===== src/rtl/usb_token_scheduler.sv =====
// rtl/usb_token_scheduler.sv - USB host token scheduler (SOF + two request channels)
//
// Purpose: picks the next token for the token generator. A pending SOF always
// wins. Otherwise one of two channels is chosen round-robin, but only while
// enough of the current (micro)frame remains.
// Ports:
//   clk, rst_n                      clock, async active-low reset
//   speed                           2'b10 high-speed, anything else full-speed
//   sof_req, sof_frame              SOF request pulse and its frame number
//   chN_req/type/addr/endp (N=0,1)  channel token requests, held until granted
//   chN_gnt, chN_done               grant pulse on issue, completion pulse
//   token_start/type/addr/endp/frame  command to the token generator
//   token_ready, token_done         token generator status
//   sof_overrun, timeout_err, busy  error pulses and activity flag
module usb_token_scheduler #(
  parameter int FS_FRAME_CYCLES = 60000,
  parameter int HS_FRAME_CYCLES = 7500,
  parameter int GUARD_CYCLES    = 600,
  parameter int DONE_TIMEOUT    = 1023
) (
  input  logic        clk,
  input  logic        rst_n,
  input  logic [1:0]  speed,
  input  logic        sof_req,
  input  logic [10:0] sof_frame,
  input  logic        ch0_req,
  input  logic [1:0]  ch0_type,
  input  logic [6:0]  ch0_addr,
  input  logic [3:0]  ch0_endp,
  input  logic        ch1_req,
  input  logic [1:0]  ch1_type,
  input  logic [6:0]  ch1_addr,
  input  logic [3:0]  ch1_endp,
  output logic        ch0_gnt,
  output logic        ch0_done,
  output logic        ch1_gnt,
  output logic        ch1_done,
  output logic        token_start,
  output logic [1:0]  token_type,
  output logic [6:0]  token_addr,
  output logic [3:0]  token_endp,
  output logic [10:0] token_frame,
  input  logic        token_ready,
  input  logic        token_done,
  output logic        sof_overrun,
  output logic        timeout_err,
  output logic        busy
);

  localparam int TW = $clog2(DONE_TIMEOUT + 1);
  localparam logic [15:0] FS_LOAD = 16'(FS_FRAME_CYCLES - 1);
  localparam logic [15:0] HS_LOAD = 16'(HS_FRAME_CYCLES - 1);
  localparam logic [15:0] GUARD   = 16'(GUARD_CYCLES);
  localparam logic [TW-1:0] WAIT_LAST = TW'(DONE_TIMEOUT - 1);
  localparam logic [1:0] TYPE_SOF = 2'b10;

  typedef enum logic [1:0] {S_IDLE, S_ISSUE, S_WAIT_DONE} state_e;

  state_e        state_q, state_d;
  logic          sof_pending_q, sof_pending_d;
  logic [10:0]   sof_frame_q, sof_frame_d;
  logic [15:0]   frame_remain_q, frame_remain_d;
  logic          last_grant_q, last_grant_d;
  logic          sel_sof_q, sel_sof_d;
  logic          sel_ch_q, sel_ch_d;
  logic [1:0]    type_q, type_d;
  logic [6:0]    addr_q, addr_d;
  logic [3:0]    endp_q, endp_d;
  logic [TW-1:0] wait_cnt_q, wait_cnt_d;
  logic          pick;
  logic          issue, issue_sof, in_wait;

  // The SOF code is not a legal channel token; it goes out as OUT.
  function automatic logic [1:0] chan_type(input logic [1:0] t);
    return (t == TYPE_SOF) ? 2'b00 : t;
  endfunction

  assign issue     = (state_q == S_ISSUE);
  assign issue_sof = issue && sel_sof_q;
  assign in_wait   = (state_q == S_WAIT_DONE);

  always_ff @(posedge clk or negedge rst_n) begin
    if (!rst_n) begin
      state_q        <= S_IDLE;
      sof_pending_q  <= 1'b0;
      sof_frame_q    <= '0;
      frame_remain_q <= '0;
      last_grant_q   <= 1'b1;  // pretend ch1 went last so ch0 wins first
      sel_sof_q      <= 1'b0;
      sel_ch_q       <= 1'b0;
      type_q         <= '0;
      addr_q         <= '0;
      endp_q         <= '0;
      wait_cnt_q     <= '0;
    end else begin
      state_q        <= state_d;
      sof_pending_q  <= sof_pending_d;
      sof_frame_q    <= sof_frame_d;
      frame_remain_q <= frame_remain_d;
      last_grant_q   <= last_grant_d;
      sel_sof_q      <= sel_sof_d;
      sel_ch_q       <= sel_ch_d;
      type_q         <= type_d;
      addr_q         <= addr_d;
      endp_q         <= endp_d;
      wait_cnt_q     <= wait_cnt_d;
    end
  end

  always_comb begin
    state_d      = state_q;
    last_grant_d = last_grant_q;
    sel_sof_d    = sel_sof_q;
    sel_ch_d     = sel_ch_q;
    type_d       = type_q;
    addr_d       = addr_q;
    endp_d       = endp_q;
    wait_cnt_d   = wait_cnt_q;
    timeout_err  = 1'b0;
    pick         = 1'b0;

    // A new request in the clearing cycle wins over the clear.
    sof_pending_d = sof_pending_q;
    sof_frame_d   = sof_frame_q;
    if (issue_sof) sof_pending_d = 1'b0;
    if (sof_req) begin
      sof_pending_d = 1'b1;
      sof_frame_d   = sof_frame;
    end

    frame_remain_d = (frame_remain_q != 16'd0) ? frame_remain_q - 16'd1 : 16'd0;
    if (issue_sof) frame_remain_d = (speed == 2'b10) ? HS_LOAD : FS_LOAD;

    case (state_q)
      S_IDLE: begin
        if (token_ready) begin
          if (sof_pending_q) begin
            state_d   = S_ISSUE;
            sel_sof_d = 1'b1;
            type_d    = TYPE_SOF;
            addr_d    = '0;
            endp_d    = '0;
          end else if ((frame_remain_q >= GUARD) && (ch0_req || ch1_req)) begin
            pick      = (ch0_req && ch1_req) ? ~last_grant_q : ch1_req;
            state_d   = S_ISSUE;
            sel_sof_d = 1'b0;
            sel_ch_d  = pick;
            type_d    = chan_type(pick ? ch1_type : ch0_type);
            addr_d    = pick ? ch1_addr : ch0_addr;
            endp_d    = pick ? ch1_endp : ch0_endp;
          end
        end
      end
      S_ISSUE: begin
        state_d    = S_WAIT_DONE;
        wait_cnt_d = '0;
        if (!sel_sof_q) last_grant_d = sel_ch_q;
      end
      S_WAIT_DONE: begin
        if (token_done) begin
          state_d = S_IDLE;
        end else if (wait_cnt_q == WAIT_LAST) begin
          timeout_err = 1'b1;
          state_d     = S_IDLE;
        end else begin
          wait_cnt_d = wait_cnt_q + TW'(1);
        end
      end
      default: state_d = S_IDLE;
    endcase
  end

  assign token_start = issue;
  assign token_type  = issue ? type_q : 2'b00;
  assign token_addr  = issue ? addr_q : 7'd0;
  assign token_endp  = issue ? endp_q : 4'd0;
  // Read the latched frame live so a late overwrite before issue is honoured.
  assign token_frame = issue_sof ? sof_frame_q : 11'd0;

  assign ch0_gnt  = issue && !sel_sof_q && !sel_ch_q;
  assign ch1_gnt  = issue && !sel_sof_q &&  sel_ch_q;
  assign ch0_done = in_wait && token_done && !sel_sof_q && !sel_ch_q;
  assign ch1_done = in_wait && token_done && !sel_sof_q &&  sel_ch_q;

  assign sof_overrun = sof_req && sof_pending_q && !issue_sof;
  assign busy        = (state_q != S_IDLE);

endmodule


===== config.mk =====
export PLATFORM = sky130hd
export DESIGN_NAME = usb_token_scheduler
export DESIGN_NICKNAME = d
export VERILOG_FILES = /design/src/rtl/usb_token_scheduler.sv
export SDC_FILE = /design/constraint.sdc
export NUM_CORES = 1
export LEC_CHECK = 0
export BUFFER_PORTS_ARGS = -buffer_cell sky130_fd_sc_hd__clkbuf_2
export CORE_MARGIN = 5
export CORE_UTILIZATION = 29
export DETAILED_ROUTE_END_ITERATION = 8
export PLACE_DENSITY_LB_ADDON = 0.05
export SYNTH_ARGS = -nofsm -noshare
export SYNTH_HDL_FRONTEND = slang
export SYNTH_SLANG_ARGS = --single-unit

===== constraint.sdc =====
create_clock -name clk -period 5.3 [get_ports clk]
set_clock_uncertainty 0.15 [all_clocks]
set_input_delay 0.265 -clock clk [delete_from_list [all_inputs] [get_ports clk]]
set_output_delay 0.265 -clock clk [all_outputs]
set_load 0.01 [all_outputs]

# ---- Yosys cells after proc, flatten, opt, wreduce, memory -nomap -nowiden
# Cells that the tools add are included.
dict set report word_totals {
  output_inout_bits 32
  reg_bits 56
}
dict set report classes {
  order_cmp 1
  eq_ne 10
  bitwise 3
  mux 34
  n_reduce_logical 27
  addsub 2
}
# op count
set op_table {}
lappend op_table {{16-bit 2-to-1 mux} 3}
lappend op_table {{7-bit 2-to-1 mux} 4}
lappend op_table {{10-bit 2-to-1 mux} 2}
lappend op_table {{2-bit 2-to-1 mux} 10}
lappend op_table {{10-bit case mux with 2 select lines} 1}
lappend op_table {{16-bit by 10-bit >= comparator with 1-bit output (second input constant)} 1}
lappend op_table {{4-bit 2-to-1 mux} 4}
lappend op_table {{16-bit nonzero test} 1}
lappend op_table {{16-bit by 1-bit subtractor with 16-bit output (second input constant)} 1}
lappend op_table {{1-bit logical AND} 12}
lappend op_table {{11-bit 2-to-1 mux} 1}
lappend op_table {{10-bit by 1-bit adder with 10-bit output (second input constant)} 1}
lappend op_table {{10-bit equality test (second input constant)} 1}
lappend op_table {{3-bit AND reduction} 3}
lappend op_table {{1-bit 2-to-1 mux} 8}
lappend op_table {{2-bit nonzero test} 4}
lappend op_table {{2-bit equality test (second input constant)} 3}
lappend op_table {{2-bit inequality test (second input constant)} 3}
lappend op_table {{2-bit case mux with 3 select lines} 1}
lappend op_table {{4-bit AND reduction} 1}
lappend op_table {{1-bit zero test} 3}
lappend op_table {{3-bit by 2-bit inequality test with 1-bit output (second input constant)} 1}
lappend op_table {{3-bit inequality test (second input constant)} 1}
lappend op_table {{1-bit NOT} 3}
lappend op_table {{4 further kinds} 4}

# ---- Depth between registers and ports, before layout
dict set report logic_depth {
  ltp_word 7
  depth_mapped 7
  mapped_depth_nobuf 7
}

# ---- Worst setup path after synthesis
# No wires, ideal clock.
dict set report synth_path {
  kind {register to register}
  from {register frame_remain_q[13]}
  to {register sel_ch_q}
  setup_time_ns 0.125
  setup_slack_ns 3.265
  arrival_time_ns 1.760
  synth_period_minus_slack_ns 2.035
  stages_incl_launch_ff 7
  path_buffers 1
  t_required_ns 5.025
  cell_sequence {dfrtp_1 -> or4_4 -> nor3_4 -> o22a_1 -> or4_4 -> buf_6 -> mux2_4}
}
dict set report synth_via {
  elab_chain_len 3
}
# item line_no
set synth_rtl {}
lappend synth_rtl {{from (decl)} 62} ;# logic [15:0] frame_remain_q, frame_remain_d;
lappend synth_rtl {{from (signal assigned)} 99} ;# frame_remain_q <= frame_remain_d;
lappend synth_rtl {{16-bit by 10-bit >= comparator with 1-bit output} 143} ;# end else if ((frame_remain_q >= GUARD) && (ch0_req || ch1_req)) begin
lappend synth_rtl {{1-bit logical AND} 143}
lappend synth_rtl {{4-bit AND reduction (no line)} --}
lappend synth_rtl {{to (signal assigned)} 102} ;# sel_ch_q <= sel_ch_d;
lappend synth_rtl {{to (decl)} 65} ;# logic sel_ch_q, sel_ch_d;
# No other way between the ends.
# A chain may end at the register's enable or synchronous reset.

# ---- Worst setup path in the final report
dict set report layout_path {
  from {register state_q[1]}
  to {output port sof_overrun}
}
dict set report layout_via {
  elab_chain_len 4
}
# item line_no
set layout_rtl {}
lappend layout_rtl {{from (decl)} 59} ;# state_e state_q, state_d;
lappend layout_rtl {{from (signal assigned)} 96} ;# state_q <= state_d;
lappend layout_rtl {{2-bit by 1-bit equality test with 1-bit output} 78} ;# assign issue = (state_q == S_ISSUE);
lappend layout_rtl {{1-bit logical AND} 79} ;# assign issue_sof = issue && sel_sof_q;
lappend layout_rtl {{1-bit zero test} 185} ;# assign sof_overrun = sof_req && sof_pending_q && !issue_sof;
lappend layout_rtl {{1-bit logical AND} 185}
lappend layout_rtl {{to (decl)} 45} ;# output logic sof_overrun,
# No other way between the ends.

==> key figures <==
STA
  – Final setup vio count: 0
  – Slew @ Worst Pin: 0.9985 ns
  – Relative slew slack: about a third
  – Final Hold Vio Count: 0
  – RSZ-0062 raised after global routing: no
  – F_max: 0.3381 GHz
  – Max Slew Vio Count: 0
  – Setup TNS: 0 ns
  – Post-route clock period utilization: 55.81%
  – Final min period: 2.958 ns

Run status
  – Status: completed

Floorplan
  – # IOs: 78
  – Die H: between 100 and 150 µm
  – Starting Density: 29.41%
  – Die width: 111.6 µm
  – Core area: around 0.010 mm²
  – Die area: 0.01246 mm²
  – Row count: 37

Cells and area
  – Layout cells sized above 1: between 20% and 30%
  – FILL cells: between 1,000 and 1,500
  – Nets: 417
  – Layout Utilization: 35.28%
  – P&R area growth vs syn: 19.97%
  – Diodes inserted: 0
  – Design Area, Final: 0.003593 mm²

Critical path
  – Critical-path cell list: inv_1, ha_1, nand2_1, and3_1, clkbuf_2
  – Worst EP required: 4.89 ns
  – Worst Setup End Kind: output port
  – Startpoint types: flip-flop
  – Worst-path fanout max: 29
  – Slowest cell on the critical path: ha_1
  – CP max stage delay: 0.78 ns
  – Critical path arrival: 2.54 ns
  – CP Class: reg2out

CTS
  – Clock sinks: 56
  – Reg clk slew, reported paths: 0.10 ns
  – Root Driver: clkbuf_8
  – Later-pin clock latency in the skew report: about 0.31 ns
  – Number of CTS-inserted buffers: 5
  – CTS H-tree depth: 2
  – Post CTS Setup Buffer Count: 0
  – Resized cells post-CTS: 0
  – Max Buffers Root-to-Sink: 2
  – CTS tree: built

Logic synthesis
  – Count leader, synth: dfrtp_1
  – Yosys warnings: 0
  – Synth Cell Area: 0.002995 mm²
  – Syn Inst Count: ~290
  – Top cell type's share of synthesized area: 45.95%
  – Synth cell count leaders: dfrtp_1 (55), nand2_1 (18), nor2_1 (16), o21ai_0 (16), and2_1 (15)
  – Ys async rst share: 100.0%
  – Synthesized net count: 342
  – Cell taking the most area after synthesis: dfrtp_1
  – Post-synth cell types: 48
  – Synth area leaders: dfrtp_1 (46%), mux2_2 (4.9%), mux2i_1 (4.3%)
  – #FFs+latches synth: 56
  – Main synth FF type: dfrtp_1
  – Seq/Total Area, Yosys: 46.83%
  – Post-synth EDFFs: 0
  – Mean post-synth cell area: approximately 10 µm²

Route
  – First DRT Iteration DRCs: 101
  – Post-route ant nets: 0
  – Vias per cell: 4.732
  – TritonRoute pass-1 iters: 4
  – Post-Route WL: about 7.5 mm
  – Routed WL per cell: 15.00 µm
  – DR vias: 2,366
  – DR DRC count: 0

Hold path
  – Worst Hold Class: in2reg

GRT
  – First-pass GRT wire length: 12.57 mm
  – Number of global-route vias before repair: 2,484
  – Largest net degree at the start of global routing: between 50 and 60
  – Initial antenna violation count: 0
  – Total Routing Usage GR: about 12%
  – Total gr overflow: 0

Pwr
  – Lkg Pwr: 1.719 nW
  – P per Cell Area: about 410 mW/mm²
  – Peak VDD IR: 0.0001673 V
  – Power, Total: 1.456 mW

Placement
  – Gpl congestion: 0.7489
  – Cell Area, Placed: 0.003502 mm²
  – DP Wirelength: roughly 5.5 mm
  – IO buf count: 77

Flow run
  – Max-cap viol count: 0
-- final cells by class --
type                    instances  area, µm²  share of cell area, %
multi-input cells             210       1495                  41.61
clock buffers                   7      76.32                  2.124
well taps                     136      170.2                  4.735
repair buffers                 79      402.9                  11.21
flip-flops and latches         56       1403                  39.03
inverters                      11      41.29                  1.149
clock inverters                 1      5.005                 0.1393
-- state kept, by name, indices dropped and copies added, names as in the netlist --
register / cells
last_grant_q: 1
frame_remain_q: 16
sel_sof_q: 1
type_q: 2
state_q: 2
endp_q: 4
sel_ch_q: 1
sof_frame_q: 11
addr_q: 7
wait_cnt_q: 10
sof_pending_q: 1
-- where the power goes --
| part | internal (mW) | switching [mW] | total [mW] |
|---|---|---|---|
| sequential | 0.544 | 0.119 | 0.663 |
| clock | 0.0933 | 0.137 | 0.230 |
| combinational | 0.238 | 0.325 | 0.563 |
| total | 0.876 | 0.581 | 1.46 |
-- worst max-delay path, delay by kind of cell (launching register included) --
kind	cells	cell delay [ns]
AND/OR/NAND/NOR	2	0.80
adder cells (fa/ha/maj)	1	0.78
flip-flops	1	0.41
buffers and inverters	2	0.23
-- layout by cell type (no fill, tap or decap), drive strengths merged, types with 8 or more instances in the layout --
cell type	instances
dfrtp	55
ha	8
o2bb2ai	12
o21ai	17
clkbuf	84
nand3	11
inv	11
xnor2	8
nand2	18
and2	15
nor3	8
mux2	14
mux2i	13
nor2	16
nand4	9
and3	14
-- stage by stage --
stage / hold slack (ns) / instances / setup WS, ns
floorplan: -0.1806 / 288 / 3.265
global placement: 0.3158 / 491 / 2.712
detailed placement: 0.3200 / 491 / 2.641
CTS: 0.02105 / 500 / 2.293
global route: 0.007878 / 500 / 2.054
finish: 0.03087 / 500 / 2.342
-- per-layer routing --
layer,track usage [%],part of all wire [%]
met1,16.05,46
met2,19.90,47
met3,3.587,5.4
met4,2.920,0.93
met5,0,0
-- kinds of logic (layout without fill, tap and decap cells) --
| logic type | Yosys count | in the layout | synth area share (%) |
|---|---|---|---|
| buffers and inverters | 22 | 98 | 3.384 |
| and+or+nand+nor | 110 | 110 | 20.89 |
| adders and majority gates | 8 | 8 | 3.342 |
| xor gates and xnor gates | 15 | 15 | 4.386 |
| muxes | 27 | 27 | 9.732 |
| AOI/OAI and AO/OA | 50 | 50 | 11.45 |
| DFF | 56 | 56 | 46.83 |
-- final timing paths --
kind,to,depth (start not counted),startpoint,slack [ns]
worst max-delay path,sof_overrun,5,state_q[1],2.34
worst min-delay path,sof_frame_q[10],2,sof_frame[10],0.03
worst max register to register,frame_remain_q[4],5,state_q[1],2.76
worst min register to register,addr_q[4],1,addr_q[4],0.34
max in group asynchronous,sel_ch_q,3,rst_n,4.02
min in group asynchronous,frame_remain_q[9],3,rst_n,0.49
-- what timing repair did --
item | 4_1_cts | 5_1_grt
endpoints found under the setup margin | 0 | 0
hold endpoints to repair | 17 | 0
hold buffers | 1 | 0
Note: power is estimated with default switching activity, not from simulation.
